<file path="src/rtl/imem_loader_pkg.sv">
// Shared definitions for the instruction-memory boot loader.
// Holds FSM state encodings, error codes and word geometry.
package imem_loader_pkg;

  localparam int unsigned STATE_W    = 3;
  localparam int unsigned ERR_W      = 2;
  localparam int unsigned WORD_BYTES = 4;
  localparam int unsigned IDX_W      = $clog2(WORD_BYTES);

  localparam logic [STATE_W-1:0] S_IDLE    = 3'd0;
  localparam logic [STATE_W-1:0] S_COLLECT = 3'd1;
  localparam logic [STATE_W-1:0] S_WRITE   = 3'd2;
  localparam logic [STATE_W-1:0] S_VERIFY  = 3'd3;
  localparam logic [STATE_W-1:0] S_DONE    = 3'd4;
  localparam logic [STATE_W-1:0] S_ERROR   = 3'd5;

  localparam logic [ERR_W-1:0] ERR_NONE = 2'b00;
  localparam logic [ERR_W-1:0] ERR_OVF  = 2'b01;
  localparam logic [ERR_W-1:0] ERR_VFY  = 2'b10;

  // States in which a new start is honoured.
  function automatic logic can_start(input logic [STATE_W-1:0] s);
    return (s == S_IDLE) || (s == S_DONE) || (s == S_ERROR);
  endfunction

  // States in which the CPU must be held off.
  function automatic logic is_busy(input logic [STATE_W-1:0] s);
    return (s == S_COLLECT) || (s == S_WRITE) || (s == S_VERIFY);
  endfunction

endpackage

</file>
<file path="src/rtl/imem_loader_be_word_packer.sv">
// be_word_packer: big-endian byte-to-word shift register.
// Ports:
//   clk, rst_n   clock, async active-low reset
//   clr_i        synchronous clear of index and partial word
//   shift_en_i   accept byte_i this cycle
//   byte_i       incoming byte (first byte ends up in [31:24])
//   word_o       assembled word
//   word_full_c  combinational pulse: this accepted byte completes the word
module be_word_packer
  import imem_loader_pkg::*;
(
  input  logic        clk,
  input  logic        rst_n,
  input  logic        clr_i,
  input  logic        shift_en_i,
  input  logic [7:0]  byte_i,
  output logic [31:0] word_o,
  output logic        word_full_c
);

  logic [31:0]      word_q;
  logic [IDX_W-1:0] idx_q;

  assign word_o      = word_q;
  assign word_full_c = shift_en_i && (idx_q == IDX_W'(WORD_BYTES - 1));

  // Shift MSB first; the index wraps to 0 after the last byte of a word.
  always_ff @(posedge clk or negedge rst_n) begin
    if (!rst_n) begin
      word_q <= 32'h0;
      idx_q  <= '0;
    end else if (clr_i) begin
      word_q <= 32'h0;
      idx_q  <= '0;
    end else if (shift_en_i) begin
      word_q <= {word_q[23:0], byte_i};
      idx_q  <= idx_q + IDX_W'(1);
    end
  end

endmodule

</file>
<file path="src/rtl/imem_loader.sv">
// imem_loader: boot-time loader for the big-endian instruction memory.
// Packs a byte stream into words, writes each word, reads it back to verify,
// and holds the CPU (busy) until the image is in place.
// Ports:
//   clk, reset_n             clock, async active-low reset
//   start, word_count        begin a load of word_count words
//   byte_in/valid/ready      host byte stream handshake
//   im_addr/din/dout         memory address, write data, async read data
//   im_cs/wr/rd              memory strobes
//   busy, done, err          status (done/err hold until next start)
//   err_code, err_addr       failure cause and failing word address
module imem_loader
  import imem_loader_pkg::*;
#(
  parameter logic [31:0] BASE_ADDR = 32'h0000_0000,
  parameter int unsigned MEM_BYTES = 4096,
  parameter int unsigned CNT_W     = 11
) (
  input  logic             clk,
  input  logic             reset_n,
  input  logic             start,
  input  logic [CNT_W-1:0] word_count,
  input  logic [7:0]       byte_in,
  input  logic             byte_valid,
  output logic             byte_ready,
  output logic [31:0]      im_addr,
  output logic [31:0]      im_din,
  input  logic [31:0]      im_dout,
  output logic             im_cs,
  output logic             im_wr,
  output logic             im_rd,
  output logic             busy,
  output logic             done,
  output logic             err,
  output logic [1:0]       err_code,
  output logic [31:0]      err_addr
);

  // Bytes available above BASE_ADDR; 33 bits so the compare cannot wrap.
  localparam logic [32:0] CAP_BYTES = 33'(MEM_BYTES) - 33'(BASE_ADDR);

  logic [STATE_W-1:0] state_q, state_d;
  logic [CNT_W-1:0]   words_left_q, words_left_d;
  logic [31:0]        addr_q, addr_d;
  logic [ERR_W-1:0]   err_code_q, err_code_d;
  logic [31:0]        err_addr_q, err_addr_d;

  logic        shift_en;
  logic        packer_clr;
  logic [31:0] word;
  logic        word_full;
  logic [32:0] req_bytes;

  assign shift_en  = byte_valid && (state_q == S_COLLECT);
  assign req_bytes = 33'({word_count, 2'b00});

  be_word_packer u_packer (
    .clk         (clk),
    .rst_n       (reset_n),
    .clr_i       (packer_clr),
    .shift_en_i  (shift_en),
    .byte_i      (byte_in),
    .word_o      (word),
    .word_full_c (word_full)
  );

  // State and datapath registers.
  always_ff @(posedge clk or negedge reset_n) begin
    if (!reset_n) begin
      state_q      <= S_IDLE;
      words_left_q <= '0;
      addr_q       <= 32'h0;
      err_code_q   <= ERR_NONE;
      err_addr_q   <= 32'h0;
    end else begin
      state_q      <= state_d;
      words_left_q <= words_left_d;
      addr_q       <= addr_d;
      err_code_q   <= err_code_d;
      err_addr_q   <= err_addr_d;
    end
  end

  // Next-state and datapath update.
  always_comb begin
    state_d      = state_q;
    words_left_d = words_left_q;
    addr_d       = addr_q;
    err_code_d   = err_code_q;
    err_addr_d   = err_addr_q;
    packer_clr   = 1'b0;

    case (state_q)
      S_IDLE, S_DONE, S_ERROR: begin
        if (start && can_start(state_q)) begin
          words_left_d = word_count;
          err_code_d   = ERR_NONE;
          packer_clr   = 1'b1;
          if (word_count == '0) begin
            state_d = S_DONE;
          end else if (req_bytes > CAP_BYTES) begin
            state_d    = S_ERROR;
            err_code_d = ERR_OVF;
            err_addr_d = BASE_ADDR;
          end else begin
            state_d = S_COLLECT;
            addr_d  = BASE_ADDR;
          end
        end
      end
      S_COLLECT: begin
        if (word_full) state_d = S_WRITE;
      end
      S_WRITE: begin
        state_d = S_VERIFY;
      end
      S_VERIFY: begin
        if (im_dout == word) begin
          words_left_d = words_left_q - CNT_W'(1);
          addr_d       = addr_q + 32'd4;
          if (words_left_q == CNT_W'(1)) begin
            state_d = S_DONE;
          end else begin
            state_d    = S_COLLECT;
            packer_clr = 1'b1;
          end
        end else begin
          state_d    = S_ERROR;
          err_code_d = ERR_VFY;
          err_addr_d = addr_q;
        end
      end
      default: begin
        state_d = S_IDLE;
      end
    endcase
  end

  // Outputs decoded from the registered state so strobes drop with reset.
  always_comb begin
    byte_ready = 1'b0;
    im_cs      = 1'b0;
    im_wr      = 1'b0;
    im_rd      = 1'b0;
    im_addr    = 32'h0;
    im_din     = 32'h0;
    busy       = is_busy(state_q);
    done       = (state_q == S_DONE);
    err        = (state_q == S_ERROR);
    err_code   = err_code_q;
    err_addr   = err_addr_q;

    case (state_q)
      S_COLLECT: byte_ready = 1'b1;
      S_WRITE: begin
        im_cs   = 1'b1;
        im_wr   = 1'b1;
        im_addr = addr_q;
        im_din  = word;
      end
      S_VERIFY: begin
        im_cs   = 1'b1;
        im_rd   = 1'b1;
        im_addr = addr_q;
      end
      default: ;
    endcase
  end

endmodule

</file>
<file path="config.mk">
export PLATFORM = sky130hd
export DESIGN_NAME = imem_loader
export DESIGN_NICKNAME = d
export VERILOG_FILES = /design/src/rtl/imem_loader_pkg.sv /design/src/rtl/imem_loader_be_word_packer.sv /design/src/rtl/imem_loader.sv
export SDC_FILE = /design/constraint.sdc
export NUM_CORES = 1
export LEC_CHECK = 0
export CELL_PAD_IN_SITES_DETAIL_PLACEMENT = 1
export CELL_PAD_IN_SITES_GLOBAL_PLACEMENT = 2
export CORE_MARGIN = 5
export CORE_UTILIZATION = 32
export CTS_CLUSTER_SIZE = 25
export DETAILED_ROUTE_END_ITERATION = 10
export PLACE_DENSITY = 0.95
export SLEW_MARGIN = 20
export SYNTH_ARGS = -nofsm -noshare
export SYNTH_HDL_FRONTEND = slang
export SYNTH_SLANG_ARGS = --single-unit
</file>
<file path="constraint.sdc">
create_clock -name clk -period 4.59 [get_ports clk]
set_input_delay 0.459 -clock clk [delete_from_list [all_inputs] [get_ports clk]]
set_output_delay 0.459 -clock clk [all_outputs]
set_load 0.01 [all_outputs]
</file>
Yosys cells after proc, flatten, opt, wreduce, memory -nomap -nowiden
Index checks and enable logic that the tools add are counted.
- flip-flop bits (word level): 114
- bits of input ports: 55
- output and inout bits: 105
- logic and storage cells: 83
- $add $sub $neg: 3
- order comparisons: 1
- equality and inequality tests: 15
- multiplexer cells: 39
- reductions and logical operators: 18
- operators by type and width (kind ; count):
    two-way mux 32 bit ; 12
    case mux 32 bit (2 select lines) ; 2
    adder 32 x 3 -> 32 bit, second input constant ; 1
    == test 32 bit ; 1
    two-way mux 11 bit ; 2
    case mux 11 bit (2 select lines) ; 1
    two-way mux 3 bit ; 6
    > comparator 13 bit, second input constant ; 1
    inequality test 2 bit, second input constant ; 6
    case mux 3 bit (4 select lines) ; 1
    == test 11 x 1 -> 1 bit, second input constant ; 1
    zero test 11 bit ; 1
    subtractor 11 x 1 -> 11 bit, second input constant ; 1
    AND reduction 5 bit ; 2
    two-way mux 1 bit ; 9
    two-way mux 2 bit ; 4
    == test 3 x 2 -> 1 bit, second input constant ; 2
    == test 3 bit, second input constant ; 2
    AND reduction 3 bit ; 2
    logical OR 1 bit ; 4
    case mux 2 bit (2 select lines) ; 1
    nonzero test 2 bit ; 2
    == test 3 x 1 -> 1 bit, second input constant ; 1
    logical AND 1 bit ; 3
    other kinds (8) ; 8

Depth between registers and ports, before layout
- word-level depth: 7
- depth in mapped cells: 8
- depth with buffers taken out: 8

By module
From an unflattened synthesis, not the netlist that was laid out.
- cell total of the unflattened synthesis: 619
- area, all modules: 6022.0 um^2
- by module, submodules not included (module ; instances ; cells an instance ; area each (um^2) ; seq. area each (um^2)):
    imem_loader ; 1 ; 507 ; 4594.4 ; 1901.8
    be_word_packer ; 1 ; 112 ; 1427.6 ; 850.8

Worst setup path before layout
Ideal clock, no wire load.
- path type: reg-to-reg
- start point: register addr_q[2]
- end point: register addr_q[26]
- setup time: 0.066 ns
- arrival: 2.028 ns
- data required time: 4.524 ns
- setup slack: 2.496 ns
- stages on the path, launching flop included: 8
- path buffers: 0
- clock period less this slack: 2.094 ns
- path through: dfrtp_1 > ha_1 > nand3_2 > nor4_4 > nand4_4 > or4_1 > o22ai_1 > a31o_1
- word-level cells in the longest chain between the ends: 3
- ends and longest elaborated chain (element ; line ; source):
    start: declaration ; imem_loader.sv:44 ; logic [31:0] addr_q, addr_d;
    start signal: assignment ; imem_loader.sv:78 ; addr_q <= addr_d;
    adder 32 x 3 -> 32 bit ; imem_loader.sv:120 ; addr_d = addr_q + 32'd4;
    two-way mux 32 bit ; imem_loader.sv:118 ; if (im_dout == word) begin
    case mux 32 bit (2 select lines) ; imem_loader.sv:93 ; case (state_q)
Every way passes these cells. The select of a mux whose other input is x is not followed.
A chain may end at the register's enable or synchronous reset.

Final worst setup path
- start point: register state_q[1]
- end point: output port im_din[23]
- word-level cells in the longest chain between the ends: 2
- ends and longest elaborated chain (element ; line ; source):
    start: declaration ; imem_loader.sv:42 ; logic [STATE_W-1:0] state_q, state_d;
    start signal: assignment ; imem_loader.sv:76 ; state_q <= state_d;
    == test 3 x 2 -> 1 bit ; imem_loader.sv:153 ; case (state_q)
    two-way mux 32 bit ; imem_loader.sv:153 ;
    end: declaration ; imem_loader.sv:27 ; output logic [31:0] im_din,
Every way passes these cells.

==> impl_results.md <==
- Status: finished clean
- Peak supply drop: 0.199 mV
- Total gr overflow: 0
- Worst Max-Slew Pin Slew: 1040 ps
- Nets: 890
- Place WS: 1260 ps
- CP Depth: 5
- TritonCTS clock tree: built
- Synth warn: 0
- Setup crit end kind: primary output
- Post-synth EDFFs: 0
- Mapped cell area: 6340 sq um
- Cells after DPL: 1,085
- Complex-gate fraction of the synthesized area: 0.128
- Largest net degree at the start of global routing: 83
- Fin crit share: 0.651
- Non-Filler Instances: 1,102
- Post-Route WL: 20,400 um
- Total Routing Usage GR: 0.183
- Via count of the first global-routing pass: 6,020
- Crit path max fanout: 34
- Rows: 51
- Post-CTS Hold Fix Bufs: 0
- Setup CP Type: reg2out
- Setup ws final: 1600 ps
- Worst-skew pair later-pin latency: 360 ps
- Via/cell ratio: 5.15
- CP Launch Type: flop
- DIE AREA: 22,700 sq um
- DR DRC count: 0
- Max_cap viols: 0
- Io pins: 160
- HP Class: in2async
- Vias: 5,671
- Skew final: 11.6 ps
- Port bufs: 155
- Initial antenna violation count: 0
- CP arrival: 2530 ps
- First-pass GRT wire length: 33,100 um
- Worst-path clk slew: 80 ps
- Crit path max-delay family: buffers and inverters
- Count of cell types in the netlist: 64
- Fraction of synthesis flops using an asynchronous set or reset pin: 1.00
- Synth Area in Adders: 0.00790
- Yosys reg bits: 110
- Cell count after synthesis: 695
- Detail Route Antenna Nets: 0
- Sequential share of the synthesized area: 0.434
- GPL Wtd Cong: 0.791
- H-tree depth: 3
- Tmin final: 2990 ps
- Width of the die: 151 um
- Setup Buffers After CTS: 0
- Die height: 151 um
- Area grow syn2layout: 32.8%
- Final setup TNS: 0 ps
- Fin. Hold Viols: 0
- Pre-antenna DRT Iters: 4
- Drt wl/cell: 18.5 um
- Multi-input logic area: 3260 sq um
- R2R cell count: 7
- Req. time, crit path: 4130 ps
- Fill count: 2,222
- RSZ-0062 raised after global routing: no
- Worst hold margin: 145 ps
- Clk root buf: clkbuf_16
- Final Max Tran Viols: 0
- Max frequency: 335 MHz
- Synth Area in Simple Gates: 0.276
- Top FF cell, synth: dfrtp_1
- Crit-path slowest cell: dfrtp_1
- Post-synthesis mux area share: 0.0521
- Slew headroom: 0.307
- Starting Density: 0.326
- Largest family of logic cells by synthesized area: simple AND/OR/NAND/NOR gates
- Share of cells above drive strength 1: 0.0658
- FF+latch area: 2750 sq um
- 1st-iter DRT viols: 238
- Placeable Area: 19,500 sq um
- Post_cts resized: 0
- Xor and xnor fraction of the mapped netlist area: 0.0470
- Clock sink count: 110
- Total CTS buffers: 9
- Max stage delay on crit path: 710 ps
- Buf/Inv on CP: 2
- Post-DP HPWL: 15,000 um
- Syn Area/Cell: 9.12 sq um
- Final setup violation count: 0
- Longest Clk Path Bufs: 2
- Lkg Pwr: 3.49 nW
- Pwr per Cell Area: 421 nW/um^2
- CP cell instances: nor2b_2 > nor2b_1 > buf_4 > and2_1 > clkdlybuf4s50_1
[metrics by stage]
stage / cell area, sq um / util / total power [mW]
6_report: 8420 / 0.432 / 3.54
5_1_grt: 8410 / 0.432 / 3.80
4_1_cts: 8410 / 0.432 / 3.59
3_5_place_dp: 8130 / 0.417 / 2.81
3_3_place_gp: 8130 / 0.417 / 2.76
2_1_floorplan: 6350 / - / 2.25
[where the power goes]
part,total (mW),switching [mW],internal (mW),leakage [nW]
Combinational,1.28,0.708,0.568,1.88
Sequential,1.50,0.304,1.20,1.48
Clock,0.764,0.379,0.386,0.131
Total,3.54,1.39,2.15,3.49
[cells in the mapped netlist (4+ instances only)]
master	count	area [sq um]
dfrtp_1	110	2750
and2_1	66	413
nand3_1	64	320
nor2_1	58	218
o21ai_0	52	260
inv_1	38	143
nand2_1	36	135
mux2i_1	33	330
xor2_1	33	289
clkbuf_1	22	82.6
buf_2	14	70.1
a21oi_1	12	60.1
nor3_1	12	60.1
or3_1	11	68.8
a31oi_1	8	50.1
nand4_1	8	50.1
nor4_2	8	100
a22oi_1	7	52.6
nor4_1	7	43.8
or4_1	6	45.0
and4_1	5	43.8
buf_4	5	37.5
o211ai_1	5	37.5
o21a_1	5	37.5
ha_1	4	50.1
[worst reg2reg max path, delay by kind of cell, from the launching register on]
family                 cells  cell delay (ps)
and+or+nand+nor            4             1410
buffers and inverters      2              830
DFF                        1              460
AOI/OAI and AO/OA          1               90
[metal layers]
layer | routed length (um) | GRT usage | part of all wire
met4 | 203 | 0.0449 | 0.010
met5 | 0 | 0 | 0
met1 | 9040 | 0.232 | 0.44
met2 | 9600 | 0.305 | 0.47
met3 | 1540 | 0.0593 | 0.076
[cell families (layout without fill, tap and decap cells)]
kind of cell | count (synthesis) | in the layout
compound gates | 125 | 125
xor+xnor | 34 | 34
fa+ha+maj | 4 | 4
buf+inv | 83 | 221
flops | 110 | 110
mux | 33 | 33
other cells | 1 | 5
simple gates | 305 | 305
[cell type report]
| class | instances | area share |
|---|---|---|
| diodes | 1 | 0.000297 |
| multi-input cells | 505 | 0.388 |
| well taps | 265 | 0.0394 |
| repair buffers | 166 | 0.194 |
| inverters | 39 | 0.0174 |
| flip-flops and latches | 110 | 0.327 |
| clock inverters | 6 | 0.00535 |
| clock buffers | 10 | 0.0284 |
[sequential cells by signal, indices dropped and copies added, names as in the netlist]
| register | cells |
|---|---|
| addr_q | 30 |
| err_addr | 30 |
| err_code | 2 |
| state_q | 3 |
| u_packer.idx_q | 2 |
| u_packer.word_o | 32 |
| words_left_q | 11 |
[path summary, 6_finish.rpt]
check / from / slack, ps / end
max: state_q[1] / 1600 / im_din[23]
min: reset_n / 140 / err_addr[30]
max reg2reg: state_q[2] / 1730 / addr_q[21]
min reg2reg: err_code[1] / 490 / err_code[1]
max in group asynchronous: reset_n / 3550 / addr_q[14]
min in group clk: err_code[1] / 490 / err_code[1]
[cells in the final DEF (no fill, tap or decap), types with 4 or more instances in the layout]
master | synthesis | layout
o21a_1 | 5 | 5
a22oi_1 | 7 | 7
inv_1 | 38 | 38
mux2i_1 | 33 | 33
a21oi_1 | 12 | 12
nand4_1 | 8 | 8
nor4_2 | 8 | 8
nand3_1 | 64 | 64
xor2_1 | 33 | 33
a31oi_1 | 8 | 8
nor3_1 | 12 | 12
buf_4 | 5 | 11
and2_1 | 66 | 65
dfrtp_1 | 110 | 110
or3_1 | 11 | 11
o211ai_1 | 5 | 5
o21ai_0 | 52 | 52
nor2_1 | 58 | 58
clkdlybuf4s50_1 | 0 | 154
nor4_1 | 7 | 7
and4_1 | 5 | 5
ha_1 | 4 | 4
or4_1 | 6 | 6
conb_1 | 1 | 4
clkbuf_16 | 0 | 9
nand2_1 | 36 | 36
No activity file was read; power rests on OpenSTA's default activity.
